[src/rtl/shifter_pkg.sv]
// Shared definitions for the pipelined barrel shifter: mode encodings,
// supported operand widths and the shift-amount width helper.
package shifter_pkg;

    typedef enum logic [2:0] {
        MODE_SLL = 3'b000,
        MODE_SRL = 3'b001,
        MODE_SRA = 3'b010,
        MODE_ROL = 3'b011,
        MODE_ROR = 3'b100
    } shift_mode_e;

    localparam int XLEN_MIN = 32;
    localparam int XLEN_MAX = 64;

    function automatic int shamt_width(input int xlen);
        return $clog2(xlen);
    endfunction

    function automatic bit xlen_legal(input int xlen);
        return (xlen == XLEN_MIN) || (xlen == XLEN_MAX);
    endfunction

endpackage

[src/rtl/shift_stage.sv]
// One pipeline stage: applies barrel levels LO..LO+NLEV-1 to the incoming
// operand and registers the partial result with its sideband state.
module shift_stage
    import shifter_pkg::*;
#(
    parameter int XLEN  = 32,
    parameter int TAG_W = 5,
    parameter int LO    = 0,
    parameter int NLEV  = 1
) (
    input  logic                      clk,
    input  logic                      rst_n,
    input  logic                      flush_i,
    input  logic                      adv_i,
    input  logic                      valid_i,
    input  logic [XLEN-1:0]           data_i,
    input  logic [$clog2(XLEN)-1:0]   shamt_i,
    input  logic [2:0]                mode_i,
    input  logic [TAG_W-1:0]          tag_i,
    output logic                      valid_o,
    output logic [XLEN-1:0]           data_o,
    output logic [$clog2(XLEN)-1:0]   shamt_o,
    output logic [2:0]                mode_o,
    output logic [TAG_W-1:0]          tag_o
);

    function automatic logic [XLEN-1:0] level_shift(input logic [XLEN-1:0] d,
                                                    input logic [2:0]      mode,
                                                    input int              amt);
        logic [XLEN-1:0] r;
        case (mode)
            MODE_SLL: r = d << amt;
            MODE_SRL: r = d >> amt;
            MODE_SRA: r = $signed(d) >>> amt;
            MODE_ROL: r = (d << amt) | (d >> (XLEN - amt));
            MODE_ROR: r = (d >> amt) | (d << (XLEN - amt));
            default:  r = d;
        endcase
        return r;
    endfunction

    // A stage may own zero levels when the level count does not divide evenly.
    logic [XLEN-1:0] lvl [NLEV+1];
    assign lvl[0] = data_i;

    genvar gi;
    for (gi = 0; gi < NLEV; gi++) begin : g_level
        localparam int K = LO + gi;
        assign lvl[gi+1] = shamt_i[K] ? level_shift(lvl[gi], mode_i, 1 << K) : lvl[gi];
    end

    logic                    valid_q;
    logic [XLEN-1:0]         data_q;
    logic [XLEN-1:0]         data_d;
    logic [$clog2(XLEN)-1:0] shamt_q;
    logic [2:0]              mode_q;
    logic [TAG_W-1:0]        tag_q;

    assign data_d = lvl[NLEV];

    always_ff @(posedge clk or negedge rst_n) begin
        if (!rst_n) begin
            valid_q <= 1'b0;
            data_q  <= '0;
            shamt_q <= '0;
            mode_q  <= '0;
            tag_q   <= '0;
        end else if (flush_i) begin
            valid_q <= 1'b0;
        end else if (adv_i) begin
            valid_q <= valid_i;
            if (valid_i) begin
                data_q  <= data_d;
                shamt_q <= shamt_i;
                mode_q  <= mode_i;
                tag_q   <= tag_i;
            end
        end
    end

    assign valid_o = valid_q;
    assign data_o  = data_q;
    assign shamt_o = shamt_q;
    assign mode_o  = mode_q;
    assign tag_o   = tag_q;

endmodule

[src/rtl/pipelined_shifter.sv]
// Log2 barrel shifter split over STAGES registered stages with a
// valid/ready handshake, flush, and back-pressure that ripples stage to stage.
module pipelined_shifter
    import shifter_pkg::*;
#(
    parameter int XLEN   = 32,
    parameter int STAGES = 2,
    parameter int TAG_W  = 5
) (
    input  logic                      clk,
    input  logic                      rst_n,
    input  logic                      in_valid,
    output logic                      in_ready,
    input  logic [XLEN-1:0]           in_data,
    input  logic [$clog2(XLEN)-1:0]   in_shamt,
    input  logic [2:0]                in_mode,
    input  logic [TAG_W-1:0]          in_tag,
    input  logic                      flush,
    output logic                      out_valid,
    input  logic                      out_ready,
    output logic [XLEN-1:0]           out_data,
    output logic [TAG_W-1:0]          out_tag
);

    localparam int SW  = shamt_width(XLEN);
    localparam int LPS = (SW + STAGES - 1) / STAGES;

    // Index 0 is the input port bundle; index s+1 is the register of stage s.
    logic             st_valid [STAGES+1];
    logic [XLEN-1:0]  st_data  [STAGES+1];
    logic [SW-1:0]    st_shamt [STAGES+1];
    logic [2:0]       st_mode  [STAGES+1];
    logic [TAG_W-1:0] st_tag   [STAGES+1];
    logic             adv      [STAGES];

    always_comb begin
        adv[STAGES-1] = !st_valid[STAGES] || out_ready;
        for (int s = STAGES - 2; s >= 0; s--) begin
            adv[s] = !st_valid[s+1] || adv[s+1];
        end
    end

    assign in_ready    = adv[0] && !flush;
    assign st_valid[0] = in_valid && in_ready;
    assign st_data[0]  = in_data;
    assign st_shamt[0] = in_shamt;
    assign st_mode[0]  = in_mode;
    assign st_tag[0]   = in_tag;

    genvar gi;
    for (gi = 0; gi < STAGES; gi++) begin : g_stage
        localparam int LO   = gi * LPS;
        localparam int HI   = ((gi + 1) * LPS < SW) ? (gi + 1) * LPS : SW;
        localparam int NLEV = (HI > LO) ? HI - LO : 0;

        shift_stage #(
            .XLEN  (XLEN),
            .TAG_W (TAG_W),
            .LO    (LO),
            .NLEV  (NLEV)
        ) u_stage (
            .clk     (clk),
            .rst_n   (rst_n),
            .flush_i (flush),
            .adv_i   (adv[gi]),
            .valid_i (st_valid[gi]),
            .data_i  (st_data[gi]),
            .shamt_i (st_shamt[gi]),
            .mode_i  (st_mode[gi]),
            .tag_i   (st_tag[gi]),
            .valid_o (st_valid[gi+1]),
            .data_o  (st_data[gi+1]),
            .shamt_o (st_shamt[gi+1]),
            .mode_o  (st_mode[gi+1]),
            .tag_o   (st_tag[gi+1])
        );
    end

    assign out_valid = st_valid[STAGES];
    assign out_data  = st_data[STAGES];
    assign out_tag   = st_tag[STAGES];

    // Shift amount and mode are fully consumed by the last stage.
    logic unused_tail;
    assign unused_tail = ^{st_shamt[STAGES], st_mode[STAGES]};

endmodule
[config.mk]
export PLATFORM = sky130hd
export DESIGN_NAME = pipelined_shifter
export DESIGN_NICKNAME = d
export VERILOG_FILES = /design/src/rtl/shifter_pkg.sv /design/src/rtl/shift_stage.sv /design/src/rtl/pipelined_shifter.sv
export SDC_FILE = /design/constraint.sdc
export NUM_CORES = 1
export LEC_CHECK = 0
export CORE_MARGIN = 2
export CORE_UTILIZATION = 40
export CTS_CLUSTER_SIZE = 25
export DETAILED_ROUTE_END_ITERATION = 12
export DONT_BUFFER_PORTS = 1
export HOLD_SLACK_MARGIN = 0.15
export SLEW_MARGIN = 25
export SYNTH_ARGS = -nofsm -noshare
export SYNTH_HDL_FRONTEND = slang
export SYNTH_SLANG_ARGS = --single-unit
[constraint.sdc]
create_clock -name clk -period 2.7 [get_ports clk]
set_input_delay 0.54 -clock clk [delete_from_list [all_inputs] [get_ports clk]]
set_output_delay 0.54 -clock clk [all_outputs]
set_load 0.01 [all_outputs]
# Word level (Yosys, flattened, before mapping)
# Cells that the tools add are included.
# word_totals
ff_bits	84
input_bits	50
output_inout_bits	39
elab_cells	54
# op_classes
n_eq_ne	8
muxes	14
bitwise_logic	10
n_reduce_logical	14
# op_table
op	n
$pmux 32 s5	4
$mux 32	5
$pmux 32 s4	1
$or 24x32->32	1
$or 28x32->32	1
$or 30x32->32	1
$or 31x32->32	1
$or 32x1->32	1
$or 32x16->32	1
$or 32x2->32	1
$or 32x4->32	1
$or 32x8->32	1
$eq 3x2->1 const B	4
$eq 3x1->1 const B	2
$eq 3x3->1 const B	2
$logic_not 3->1	2
$reduce_and 3->1	2
$mux 1	4
$reduce_bool 2->1	2
$logic_not 1->1	3
$logic_and 1x1->1	2
$logic_or 1x1->1	2
$reduce_or 2->1	1
$not 1->1	1

# Logic depth before layout (Yosys ltp)
# logic_depth
word_depth	9
ltp_mapped	10
depth_no_buf	6

# By module
# A second synthesis with hierarchy kept.
# hier_totals
cells_unflattened	1087
area_unflattened_um2	8700.8
# by_module_without_submodules
module	instances	cells_per_inst	area_per_inst_um2	seq_area_each_um2
shift_stage at g_stage[0].u_stage	1	749	5726.7	1151.1
shift_stage at g_stage[1].u_stage	1	333	2939.1	1151.1
pipelined_shifter	1	5	35.0	0.0

# Least setup slack after synthesis
# Ideal clock, no wire load.
# synth_path
path_kind	input-to-reg
start	input in_mode[1]
end	register g_stage[0].u_stage.data_q[9]
setup_ps	131
t_arrival_ps	2248
required_ps	2569
path_slack_ps	320
stages	7
n_path_buf	2
path_cell_list	buf_6 -> xnor2_2 -> buf_6 -> mux2_2 -> a221oi_2 -> nor3_1 -> or3_1
# synth_via
elab_chain_len	9
word_cells_on_any_way	15
classes_between	eq/ne (4); mux (6); bitwise (4); reduce/logical (1)
# synth_rtl
element	line	source
start, declared	pipelined_shifter.sv:16	input logic [2:0] in_mode,
$eq 3x3->1, or another cell as far along	shift_stage.sv:31	case (mode)
$pmux 32 s5	shift_stage.sv:31	
$mux 32	shift_stage.sv:49	assign lvl[gi+1] = shamt_i[K] ? level_shift(lvl[gi], mode_i, 1 << K) : lvl[gi];
$or 30x32->32 / $or 32x2->32 (equally long branches)	shift_stage.sv:36, shift_stage.sv:35	
$pmux 32 s5	shift_stage.sv:31	
$mux 32	shift_stage.sv:49	
$or 28x32->32 / $or 32x4->32 (equally long branches)	shift_stage.sv:36, shift_stage.sv:35	
$pmux 32 s5	shift_stage.sv:31	
$mux 32 *	shift_stage.sv:49	
end signal, assigned	shift_stage.sv:73	data_q <= data_d;
end, declared	shift_stage.sv:53	logic [XLEN-1:0] data_q;
# Mark *: on every way between the ends. The rest lies on a longest branch, timed or not.
# A chain may end at the register's enable or synchronous reset.

# Worst setup path in the final report
# layout_path
start	input in_mode[0]
end	register g_stage[0].u_stage.data_q[31]
# Same word-level chain as after synthesis.

==> results.cfg <==
[critical_path]
worstPathArrival_ps = 2670
crit_type = input port to register
cp_cell_sequence = xor2_2 -> nor2_1 -> a2111oi_0 -> buf_4 -> a21oi_1 -> o22ai_1 -> o221a_2
start_kind = input port
rr_startpoint = g_stage[1].u_stage.valid_o
endpoint_kind = register
ff2ff_path_depth = 7
critical_path.max_fanout = 32
regToRegSetupSlack_ps = 380
max_stage_delay_ps = 710
worstPathRequired_ps = 2990
r2r-end = g_stage[0].u_stage.data_o[11]
critPathSlowestCell = xor2_2

[floorplan]
core_area_mm2 = 0.0181
placementRows = 49
start_util_pct = 41.1
die_h_um = 140
die_w_um = 140
ios = 89
fp.dieArea_mm2 = 0.0197

[cells_and_area]
most-common-layout-cells = nor2_1, nand2_1, a21oi_1
finalNetCount = 1008
drive_gt1_share_pct = 15.0
syn_to_final_growth_pct = 10.0
post-route-cell-area_mm2 = 0.00819
n_antenna_cell = 0
final_common_cell = nor2_1

[clock_network]
root_buffer = clkbuf_16
post_cts_buffers = 0
clk_latency_ps = 350
clkTransAtPathRegs_ps = 60
cts.htree.levels = 3
clock_sinks = 81
cts_max_path_buffers = 2
cts_tree = built
numCtsBuffers = 9
postCtsResizedCells = 0

[power_and_ir_drop]
power.internal_mw = 2.91
pwr-share-seq_pct = 39.1
p_switching_mw = 1.92
powerDensity_mw_per_mm2 = 591
leakagePower_nw = 3.15
peakVddDrop_uv = 266
power_frac_clock_pct = 25.7
power_mw = 4.84
combPwrFrac_pct = 35.2
netSwitchingFraction_pct = 39.8

[hold_path]
hold_end = g_stage[0].u_stage.valid_o
hold_start = flush
holdCritPathClass = input port to register
hold_depth = 1

[global_routing]
grt_pass1_vias = 7585
grt_max_degree = 82
antenna_found_initial = 0
grt_first_pass_wirelength_mm = 46.1
track_usage_pct = 29.9
grt-ovfl-total = 0

[sta]
slew_viol_final = 0
finalClockSkew_ps = 9.74
tns_ps = 0
setup_viol = 0
fmax_ghz = 0.420
finalWorstPathRequiredPeriod_ps = 2380
setup_slack_ps = 318
final_hold_viol_count = 0
slew-limit-headroom_pct = 39.9
rsz0062_at_grt = no
timing.final.crit_share_pct = 88.2
tightestPinTransition_ps = 901

[placed_design]
dp_hpwl_mm = 21.5
gp_congestion = 0.978
io_buffers = 0
place_area_mm2 = 0.00785
pre_cts_slack_ps = 33.3

[synth]
synthDistinctLibCells = 83
ys_seq_area_share_pct = 27.2
synth.ff_latch_count = 81
yosys_warnings = 0
synth_fp_nets = 1028
avgSynthCellArea_um2 = 7.61
syn_inst = 978
synth_area_mm2 = 0.00744
synthFlopType = dfrtp_1
synth_edf_count = 0
async_flop_share_pct = 100

[route]
wl_mm = 29.8
drtIter0Drc = 1380
vias_per_cell = 6.94
vias = 8273
drc = 0
wl_per_cell_um = 25.0
drt_first_pass_iters = 6
ant_nets = 0

[status]
status = completed

[job]
cap_viol_max_count = 0
## per-layer routing
layer	share of wire, %	global-route usage (%)	up-vias
met3	10	4.55	98
met1	41	42.2	3893
met2	44	46.3	591
li1	-	-	3691
met4	4.0	10.8	0
met5	0	0	-
## power groups by stage
stage | clock (mW) | sequential, mW | combinational, mW
2_1_floorplan | 0 | 1.79 | 1.25
3_3_place_gp | 0 | 1.91 | 1.62
3_5_place_dp | 0 | 1.91 | 1.63
4_1_cts | 1.26 | 1.89 | 1.67
5_1_grt | 1.31 | 1.92 | 1.87
6_report | 1.24 | 1.89 | 1.70
## worst max-delay path, delay by kind of cell
kind	cells	cell delay, ps
AO/OA/AOI/OAI	4	970
XOR/XNOR	1	710
buffers and inverters	1	210
AND/OR/NAND/NOR	1	220
## synth_stat cells, drive strengths merged, types with 4 or more instances
cell type / n / area (um2)
inv: 6 / 22.5
or2: 7 / 43.8
a221o: 4 / 40.0
o221a: 13 / 146
nor3: 23 / 120
a22oi: 38 / 285
nand2: 98 / 368
a21o: 5 / 37.5
a32oi: 4 / 35.0
and3: 5 / 31.3
nor2: 130 / 495
a211oi: 27 / 223
a2111oi: 6 / 58.8
mux2i: 29 / 290
o21ai: 72 / 368
buf: 43 / 233
nand3b: 4 / 30.0
or3: 10 / 62.6
mux2: 18 / 203
o221ai: 8 / 70.1
clkbuf: 51 / 193
nor3b: 4 / 35.0
a31oi: 14 / 87.6
o211ai: 12 / 90.1
nand3: 22 / 110
o211a: 4 / 40.0
nor2b: 9 / 56.3
o22ai: 22 / 138
a22o: 4 / 35.0
o2bb2ai: 5 / 43.8
dfrtp: 81 / 2030
a21oi: 91 / 459
and2: 4 / 25.0
a221oi: 34 / 329
nand2b: 11 / 68.8
a211o: 4 / 35.0
o21a: 4 / 30.0
nor4: 4 / 31.3
## flip-flops by register name, summed over array words and instances (netlist names)
| signal | flops |
|---|---|
| g_stage.u_stage.valid_o | 2 |
| g_stage.u_stage.tag_o | 10 |
| g_stage.u_stage.shamt_o | 2 |
| g_stage.u_stage.mode_o | 3 |
| g_stage.u_stage.data_o | 64 |
## per-stage QoR
| stage | util, % | instances | hold WS, ps |
|---|---|---|---|
| 2_1_floorplan | - | 978 | 244 |
| 3_3_place_gp | 43.4 | 1174 | 246 |
| 3_5_place_dp | 43.4 | 1174 | 246 |
| 4_1_cts | 45.3 | 1192 | 256 |
| 5_1_grt | 45.3 | 1192 | 248 |
| 6_report | 45.3 | 1192 | 259 |
## cells by family (layout without fill, tap and decap cells)
family          Yosys count  count (layout)  synth area share (%)
xor+xnor                  3               3                 0.555
buf+inv                 102              87                  6.12
simple gates            343             343                  21.3
compound gates          401             401                  37.9
flops                    81              81                  27.2
mux                      48              48                  6.93
## worst max path at each step
| stage | startpoint | end | slack, ps | cells after the start |
|---|---|---|---|---|
| after floorplan | in_mode[1] | g_stage[0].u_stage.data_o[9] | 320 | 7 |
| after global placement | in_mode[0] | g_stage[0].u_stage.data_o[23] | 60 | 6 |
| after detailed placement | in_mode[0] | g_stage[0].u_stage.data_o[24] | 30 | 6 |
| after CTS | in_mode[0] | g_stage[0].u_stage.data_o[24] | 400 | 6 |
| after global routing | in_mode[0] | g_stage[0].u_stage.data_o[9] | 200 | 6 |
| final | in_mode[0] | g_stage[0].u_stage.data_o[31] | 320 | 7 |
## final cells by class
class / instances / area [um2]
flip-flops and latches: 81 / 2030
inverters: 8 / 30.0
repair buffers: 63 / 571
clock inverters: 6 / 68.8
well taps: 229 / 287
clock buffers: 10 / 229
fillers: 1787 / 9900
multi-input cells: 795 / 4980
## repair_timing
item / in CTS / in global routing
setup endpoints to repair: 0 / 0
hold buffers: 2 / 0
hold endpoints to repair: 81 / 0
(Power assumes the default switching activity.)
